File: src/rtl/creek_multi_ctrl.sv
// Multi-core creek controller: Avalon-MM register block for per-core run/resume,
// shared instruction-memory loader and a trace FIFO sampling the selected core.
module creek_multi_ctrl #(
  parameter int NUM_CORES        = 2,
  parameter int INSTR_ADDR_WIDTH = 10,
  parameter int INSTR_WIDTH      = 16,
  parameter int PC_WIDTH         = 10,
  parameter int STATE_WIDTH      = 5,
  parameter int TRACE_DEPTH      = 16
) (
  input  logic                                 clk,
  input  logic                                 reset_n,
  input  logic [2:0]                           avs_address,
  input  logic                                 avs_read,
  input  logic                                 avs_write,
  input  logic [31:0]                          avs_writedata,
  output logic [31:0]                          avs_readdata,
  input  logic                                 local_init_done,
  input  logic [NUM_CORES-1:0]                 waiting,
  output logic [NUM_CORES-1:0]                 pause_n,
  output logic [NUM_CORES-1:0]                 resume,
  output logic [INSTR_ADDR_WIDTH-1:0]          instr_writeaddr,
  output logic [INSTR_WIDTH-1:0]               instr_writedata,
  output logic [NUM_CORES-1:0]                 instr_write,
  input  logic [NUM_CORES*PC_WIDTH-1:0]        cur_pc,
  input  logic [NUM_CORES*INSTR_WIDTH-1:0]     cur_instr,
  input  logic [NUM_CORES*STATE_WIDTH-1:0]     cur_state
);
  localparam int CW = (NUM_CORES > 1) ? $clog2(NUM_CORES) : 1;
  localparam int TW = PC_WIDTH + INSTR_WIDTH + STATE_WIDTH;
  localparam int AW = $clog2(TRACE_DEPTH);
  localparam logic [2:0]  MAXC  = 3'(NUM_CORES - 1);
  localparam logic [AW:0] DEPTH = (AW+1)'(TRACE_DEPTH);
  localparam logic [2:0] A_SEL = 3'd0, A_RUN = 3'd1, A_RES = 3'd2, A_STAT = 3'd3,
                         A_IADDR = 3'd4, A_IDATA = 3'd5, A_TCTRL = 3'd6, A_TDATA = 3'd7;

  logic [2:0]                  r_sel_core;
  logic                        r_sel_bcast;
  logic [NUM_CORES-1:0]        r_pause_n, r_resume, r_instr_write;
  logic [INSTR_ADDR_WIDTH-1:0] r_iaddr, r_instr_writeaddr;
  logic [INSTR_WIDTH-1:0]      r_instr_writedata;
  logic                        r_resume_err, r_trace_ovf, r_tr_en, r_force;
  logic [31:0]                 r_readdata;
  logic [AW-1:0]               r_wptr, r_rptr;
  logic [AW:0]                 r_cnt;
  logic [PC_WIDTH-1:0]         r_last_pc;
  logic [STATE_WIDTH-1:0]      r_last_state;
  logic [TW-1:0]               r_mem [TRACE_DEPTH];

  logic [2:0]             w_core_raw;
  logic [CW-1:0]          w_core;
  logic [NUM_CORES-1:0]   w_target;
  logic                   w_wr_sel, w_wr_run, w_wr_res, w_wr_stat, w_wr_iaddr, w_wr_idata, w_wr_tctrl;
  logic                   w_clear, w_pop, w_full, w_push_req, w_push;
  logic [TW-1:0]          w_sample;
  logic [31:0]            w_rdata;
  logic                   w_unused;

  logic [PC_WIDTH-1:0]    w_pc_a    [NUM_CORES];
  logic [INSTR_WIDTH-1:0] w_instr_a [NUM_CORES];
  logic [STATE_WIDTH-1:0] w_state_a [NUM_CORES];

  for (genvar g = 0; g < NUM_CORES; g++) begin : g_core
    assign w_pc_a[g]    = cur_pc[g*PC_WIDTH +: PC_WIDTH];
    assign w_instr_a[g] = cur_instr[g*INSTR_WIDTH +: INSTR_WIDTH];
    assign w_state_a[g] = cur_state[g*STATE_WIDTH +: STATE_WIDTH];
  end

  assign w_core_raw = (r_sel_core > MAXC) ? MAXC : r_sel_core;
  assign w_core     = CW'(w_core_raw);
  assign w_target   = r_sel_bcast ? '1 : (NUM_CORES'(1) << w_core);
  assign w_sample   = {w_state_a[w_core], w_instr_a[w_core], w_pc_a[w_core]};
  assign w_unused   = ^avs_writedata;

  assign w_wr_sel   = avs_write && avs_address == A_SEL;
  assign w_wr_run   = avs_write && avs_address == A_RUN;
  assign w_wr_res   = avs_write && avs_address == A_RES;
  assign w_wr_stat  = avs_write && avs_address == A_STAT;
  assign w_wr_iaddr = avs_write && avs_address == A_IADDR;
  assign w_wr_idata = avs_write && avs_address == A_IDATA;
  assign w_wr_tctrl = avs_write && avs_address == A_TCTRL;

  // A pop frees a slot in the same cycle, so a full FIFO can still accept a push.
  assign w_clear    = w_wr_tctrl && avs_writedata[1];
  assign w_pop      = avs_read && avs_address == A_TDATA && r_cnt != '0;
  assign w_full     = r_cnt == DEPTH;
  assign w_push_req = r_tr_en && (r_force || w_pc_a[w_core] != r_last_pc ||
                                  w_state_a[w_core] != r_last_state);
  assign w_push     = w_push_req && (!w_full || w_pop) && !w_clear;

  always_comb begin
    w_rdata = '0;
    case (avs_address)
      A_SEL:   begin w_rdata[2:0] = r_sel_core; w_rdata[7] = r_sel_bcast; end
      A_RUN:   w_rdata[NUM_CORES-1:0] = r_pause_n;
      A_STAT:  begin
        w_rdata[NUM_CORES-1:0] = waiting;
        w_rdata[16] = local_init_done;
        w_rdata[17] = r_resume_err;
        w_rdata[18] = r_trace_ovf;
      end
      A_IADDR: w_rdata[INSTR_ADDR_WIDTH-1:0] = r_iaddr;
      A_TCTRL: begin w_rdata[0] = r_tr_en; w_rdata[15:8] = 8'(r_cnt); end
      A_TDATA: if (r_cnt != '0) begin
        w_rdata[TW-1:0] = r_mem[r_rptr];
        w_rdata[31]     = 1'b1;
      end
      default: w_rdata = '0;
    endcase
  end

  always_ff @(posedge clk or negedge reset_n) begin
    if (!reset_n) begin
      r_sel_core <= '0; r_sel_bcast <= 1'b0;
      r_pause_n <= '0; r_resume <= '0; r_resume_err <= 1'b0;
      r_iaddr <= '0; r_instr_write <= '0; r_instr_writeaddr <= '0; r_instr_writedata <= '0;
      r_readdata <= '0;
    end else begin
      if (w_wr_sel) begin
        r_sel_core  <= avs_writedata[2:0];
        r_sel_bcast <= avs_writedata[7];
      end
      if (!local_init_done)
        r_pause_n <= '0;
      else if (w_wr_run)
        r_pause_n <= avs_writedata[0] ? (r_pause_n | w_target) : (r_pause_n & ~w_target);
      r_resume <= w_wr_res ? (w_target & waiting) : '0;
      if (w_wr_res && |(w_target & ~waiting))
        r_resume_err <= 1'b1;
      else if (w_wr_stat && avs_writedata[17])
        r_resume_err <= 1'b0;
      if (w_wr_idata) begin
        r_instr_write     <= w_target;
        r_instr_writeaddr <= r_iaddr;
        r_instr_writedata <= avs_writedata[INSTR_WIDTH-1:0];
        r_iaddr           <= r_iaddr + INSTR_ADDR_WIDTH'(1);
      end else begin
        r_instr_write <= '0;
        if (w_wr_iaddr) r_iaddr <= avs_writedata[INSTR_ADDR_WIDTH-1:0];
      end
      if (avs_read) r_readdata <= w_rdata;
    end
  end

  always_ff @(posedge clk or negedge reset_n) begin
    if (!reset_n) begin
      r_tr_en <= 1'b0; r_wptr <= '0; r_rptr <= '0; r_cnt <= '0;
      r_trace_ovf <= 1'b0; r_force <= 1'b1; r_last_pc <= '0; r_last_state <= '0;
    end else begin
      if (w_wr_tctrl) r_tr_en <= avs_writedata[0];
      if (w_clear) begin
        r_wptr <= '0; r_rptr <= '0; r_cnt <= '0;
      end else begin
        if (w_push) r_wptr <= r_wptr + AW'(1);
        if (w_pop)  r_rptr <= r_rptr + AW'(1);
        r_cnt <= r_cnt + (AW+1)'(w_push) - (AW+1)'(w_pop);
      end
      if (w_push) begin
        r_last_pc    <= w_pc_a[w_core];
        r_last_state <= w_state_a[w_core];
      end
      // Forced sample stays pending until it actually lands in the FIFO.
      r_force <= !r_tr_en || w_wr_sel || (r_force && !w_push);
      if (w_push_req && w_full && !w_pop && !w_clear)
        r_trace_ovf <= 1'b1;
      else if (w_wr_stat && avs_writedata[18])
        r_trace_ovf <= 1'b0;
    end
  end

  always_ff @(posedge clk) begin
    if (w_push) r_mem[r_wptr] <= w_sample;
  end

  assign avs_readdata    = r_readdata;
  assign pause_n         = r_pause_n;
  assign resume          = r_resume;
  assign instr_write     = r_instr_write;
  assign instr_writeaddr = r_instr_writeaddr;
  assign instr_writedata = r_instr_writedata;
endmodule
File: config.mk
export PLATFORM = sky130hd
export DESIGN_NAME = creek_multi_ctrl
export DESIGN_NICKNAME = d
export VERILOG_FILES = /design/src/rtl/creek_multi_ctrl.sv
export SDC_FILE = /design/constraint.sdc
export NUM_CORES = 1
export LEC_CHECK = 0
export CAP_MARGIN = 20
export CORE_UTILIZATION = 30
export DETAILED_ROUTE_END_ITERATION = 12
export HOLD_SLACK_MARGIN = 0.1
export PLACE_DENSITY = 0.45
export SLEW_MARGIN = 20
export SYNTH_ARGS = -nofsm -noshare
export SYNTH_HDL_FRONTEND = slang
export SYNTH_SLANG_ARGS = --single-unit
File: constraint.sdc
create_clock -name clk -period 10.9 [get_ports clk]
set_input_delay 1.635 -clock clk [delete_from_list [all_inputs] [get_ports clk]]
set_output_delay 1.635 -clock clk [all_outputs]
set_load 0.02 [all_outputs]
# Word level (Yosys, flattened, before mapping)
# Memories as Yosys holds them, arrays and structs flattened.
# Index checks and enable logic that the tools add are counted.
# W data, S select, Z words.
[op_classes]
addsub = 5
n_lt_le_gt_ge = 2
n_eq_ne = 11
shift = 1
muxes = 39
bitwise = 7
n_reduce_logical = 38
[op_table]
columns = ["op", "n"]
rows = [
  ["$mux W10", 5],
  ["$mux W16", 3],
  ["$mux W32", 1],
  ["$logic_and A1 B1 Y1", 20],
  ["$mux W5", 4],
  ["$mux W4", 4],
  ["$mux W13", 1],
  ["$eq A3 B3 Y1 const B", 4],
  ["$mux W2", 6],
  ["$pmux W6 S2", 1],
  ["$add A10 B1 Y10 const B", 1],
  ["$ne A10 B10 Y1", 1],
  ["$reduce_bool A2 Y1", 5],
  ["$add A4 B1 Y4 const B", 2],
  ["$pmux W4 S2", 1],
  ["$mux W1", 7],
  ["$and A2 B2 Y2", 3],
  ["$eq A3 B2 Y1 const B", 2],
  ["$pmux W1 S3", 2],
  ["$pmux W1 S6", 1],
  ["$pmux W2 S3", 1],
  ["$pmux W3 S2", 1],
  ["$add A5 B1 Y5", 1],
  ["$eq A5 B5 Y1 const B", 1],
  ["other kinds (16)", 25],
]
[word_totals]
regBits = 110
ramBits = 496
inputBits = 104
output_inout_bits = 64
elab_cells = 122
n_memories = 1
[mem_list]
columns = ["memory", "words", "width", "read_ports", "rd_ports_with_merged_regs", "wr", "line", "text"]
rows = [
  ["r_mem", 16, 31, 1, 0, 1, "48", "logic [TW-1:0] r_mem [TRACE_DEPTH];"],
]

# Logic depth before layout (Yosys ltp)
[depth]
ltp_word = 15
depth_mapped = 20
ltp_nobuf = 16

# Worst setup path after synthesis
# No wires, ideal clock.
[synth_timing]
path_type = "in2reg"
from = "in cur_pc[6]"
to = "reg r_cnt[4]"
setup_ns = 0.137
arrival_ns = 4.564
required_ns = 10.763
setup_slack_ns = 6.199
cell_stages = 17
path_buffers = 1
cell_sequence = "xor2_1 a2111oi_4 a21oi_1 a2111o_1 or4_4 nand3_4 buf_12 ha_1 inv_1 ha_1 inv_1 fa_1 inv_1 a21oi_1 nor2_1 or3_1 a21oi_1"
[synth_via]
elab_chain_cells = 12
[synth_rtl]
columns = ["item", "line", "text"]
rows = [
  ["start: declaration", "25", "input logic [NUM_CORES*PC_WIDTH-1:0] cur_pc,"],
  ["$mux W10 (implied by the code) (3 in a row)", "87", "assign w_push_req = r_tr_en && (r_force || w_pc_a[w_core] != r_last_pc ||"],
  ["$ne A10 B10 Y1", "87", ""],
  ["$logic_or A1 B1 Y1 (2 in a row)", "87", ""],
  ["$logic_and A1 B1 Y1", "87", ""],
  ["$logic_and A1 B1 Y1 (2 in a row)", "89", "assign w_push = w_push_req && (!w_full || w_pop) && !w_clear;"],
  ["$add A5 B1 Y5", "156", "r_cnt <= r_cnt + (AW+1)'(w_push) - (AW+1)'(w_pop);"],
  ["$sub A5 B1 Y5", "156", ""],
  ["$mux W5", "151", "if (w_clear) begin"],
  ["end signal: assignment", "156", ""],
  ["end: declaration", "45", "logic [AW:0] r_cnt;"],
]
# No other way between the ends. The select of a mux whose other input is x is not followed.
# A chain may end at the register's enable or synchronous reset.

# Final worst setup path
[layout_timing]
from = "in cur_pc[15]"
to = "reg r_cnt[4]"
# The elaborated chain is that of the path after synthesis.

==> results.yml <==
synth:
  ys_types: 62
  yosysWarnings: 0
  synth_flop_cell: "edfxtp_1"
  synth.most_common_cell: "edfxtp_1"
  avgSynthCellArea_um2: 19.3
  synth_area_leaders: "edfxtp_1 (61%), mux4_2 (14%), dfrtp_1 (11%), mux2_2 (1.9%), nand2_1 (1.5%)"
  synth-edff-count: 496
  netlist.area_leader.share: 0.612
  syn-instance-count: 1264
  synth_area_um2: 24300
  synthTopCellsByCount: "edfxtp_1 (496), mux4_2 (155), dfrtp_1 (109)"
  synth_top_area_cell: "edfxtp_1"
  ys_seq_elements: 606
  ys_async_sr_fraction: 0.182
  seq_area_frac_synth: 0.725
  synth_nets: 1381
sta:
  finalCritPeriodShare: 0.487
  setup_violations: 0
  fin_crit_ns: 5.30
  drv_slew: 0
  hold_viol: 0
  maxSlewHeadroom: 0.382
  setup_ws_ns: 5.60
  hold_ws_ns: 0.479
  finClkSkew_ns: 0.0225
  rsz0062_at_grt: "no"
  worst_slew_pin_slew_ns: 0.928
  fmax_mhz: 189
  setup_tns_ns: 0
cells_and_area:
  final_util: 0.366
  ff_latch_area_um2: 17700
  final_area_um2: 29400
  num-fill-cells: 7505
  n_antenna_cell: 0
  finalNetCount: 1569
  drive_gt1_frac: 0.245
  stdcell_count: 2563
  area_growth_pct: 20.8
  multiInputGateArea_um2: 6350
floorplan:
  die-height_um: 287
  die_area_um2: 82300
  core_um2: 80400
  floorplan.initialDensity: 0.303
  die_w_um: 287
  std_cell_rows: 104
  io_pins: 168
worst_setup_path:
  reg2regPathDepth: 16
  r2r_setup_slack_ns: 6.21
  crit_type: "in2reg"
  rr_startpoint: "r_sel_core[0]"
  worst_ep_arrival_time_ns: 5.76
  required_ns: 11.35
  crit_fanout: 17
  cp-start-kind: "input pin"
  rr_endpoint: "r_cnt[4]"
  endpoint_kind: "flip-flop"
worst_hold_path:
  worstHoldStart: "avs_readdata[31]"
  min_path_cells: 1
  hold_path.class: "reg2reg"
  holdPathEnd: "avs_readdata[31]"
place:
  portBuffers: 153
  dp_hpwl_mm: 38.5
  placed_area_um2: 27200
  pre_cts_slack_ns: 4.94
  gp_congestion: 0.800
  dp.cells: 2443
run:
  maxCapViolCount: 0
global_routing:
  grt_max_degree: 91
  grt_pass1_vias: 13000
  antenna_found_initial: 4
  grt_usage: 0.161
  grt_overflow_total: 0
  grt_pass1_wl_mm: 94.4
clock_network:
  ctsHoldBuffers: 0
  ctsHtreeMaxLevel: 3
  cts.sinks: 606
  clk_pin_slew_ns: 0.06
  clock_latency_ns: 0.60
  clock_path_buffers: 3
  postCtsSetupRepairBufs: 0
  cts_tree: "yes"
  post_cts_resized: 0
  cts_made_buffers: 67
  ctsRootBufferMaster: "clkbuf_16"
detailed_routing:
  num_vias: 12700
  drt_pass1_iterations: 7
  route.detailed.drc: 0
  routed_via_density: 4.97
  wire_per_inst_um: 25.6
  wl_mm: 65.7
  ant_nets: 0
  drtIter0Drc: 1080
pwr:
  power_mw: 7.15
  ir_worst_vdd_v: 0.000194
  power_density_nw_per_um2: 243
  power.leakage_nw: 9.91
run_status:
  outcome: "finished clean"
## routing by layer
metal  part of all wire  GRT usage  up-vias
met1               0.47      0.234     6828
met3              0.056     0.0348       84
met4              0.017     0.0376        6
li1                   -          -     5474
met5            0.00058          0        -
met2               0.45      0.248      337
## power by group
part,internal [mW],switching (mW),total [mW]
Sequential,2.88,0.208,3.09
Clock,1.36,0.905,2.26
Combinational,0.858,0.945,1.80
## placed cells by master, fill, tap and decap left out, types with 5 or more instances in the layout
cell type / netlist / layout
clkinv_1: 1 / 10
clkbuf_8: 0 / 8
mux2_2: 42 / 42
clkdlybuf4s50_1: 0 / 152
buf_4: 0 / 30
a22oi_1: 6 / 6
nand2b_1: 8 / 8
and3_2: 0 / 12
and2_1: 9 / 5
nor2b_1: 11 / 11
and3_1: 18 / 6
a22o_1: 17 / 17
clkinv_2: 0 / 12
mux2i_1: 6 / 6
dfrtp_1: 109 / 105
clkbuf_16: 0 / 71
a221oi_1: 8 / 8
xor2_1: 14 / 14
nor2_1: 50 / 50
o21ai_0: 15 / 15
nand2_1: 94 / 94
nand3_1: 10 / 10
xnor2_1: 5 / 5
inv_1: 21 / 21
a21oi_1: 26 / 26
mux2_4: 9 / 9
mux4_2: 155 / 155
edfxtp_1: 496 / 496
ha_1: 12 / 12
clkbuf_1: 45 / 13
bufinv_16: 0 / 5
o22ai_1: 7 / 7
## flip-flops by register name, summed over array words and instances, names as in the netlist
register,flops
instr_writeaddr,10
r_rptr,4
r_force,1
instr_write,2
r_last_state,5
r_mem,496
instr_writedata,16
r_sel_bcast,1
r_iaddr,10
resume,2
pause_n,2
avs_readdata,32
r_cnt,5
r_sel_core,3
r_wptr,4
r_tr_en,1
r_resume_err,1
r_last_pc,10
r_trace_ovf,1
## critical path, stage by stage
cell	delay, ns
clkdlybuf4s50_1	0.57
xor2_1	0.23
nor4_1	0.45
a21oi_1	0.17
a2111o_1	0.39
or4_4	0.58
nand3_4	0.31
ha_1	0.29
inv_1	0.05
ha_1	0.17
inv_1	0.06
fa_1	0.43
inv_1	0.07
a21oi_1	0.06
nor2_1	0.11
or3_1	0.12
a21oi_1	0.06
## kinds of logic after synthesis
group	synth area share
compound gates	0.0341
mux	0.171
flops	0.725
buf+inv	0.0148
fa+ha+maj	0.00699
xor+xnor	0.00684
simple gates	0.0411
## worst max path at each step
stage	start	endpoint	depth (start not counted)
CTS	cur_pc[15]	r_cnt[4]	17
finish	cur_pc[15]	r_cnt[4]	17
global route	cur_pc[11]	r_cnt[4]	17
global placement	cur_pc[15]	r_cnt[4]	17
detailed placement	cur_pc[15]	r_cnt[4]	17
floorplan	cur_pc[6]	r_cnt[4]	17
## final cells by class
class / count / share of cell area
clock inverters: 28 / 0.00885
repair buffers: 184 / 0.0605
multi-input cells: 571 / 0.216
clock buffers: 92 / 0.0658
flip-flops and latches: 606 / 0.601
well taps: 1060 / 0.0451
inverters: 22 / 0.00281
(Power assumes the default switching activity.)
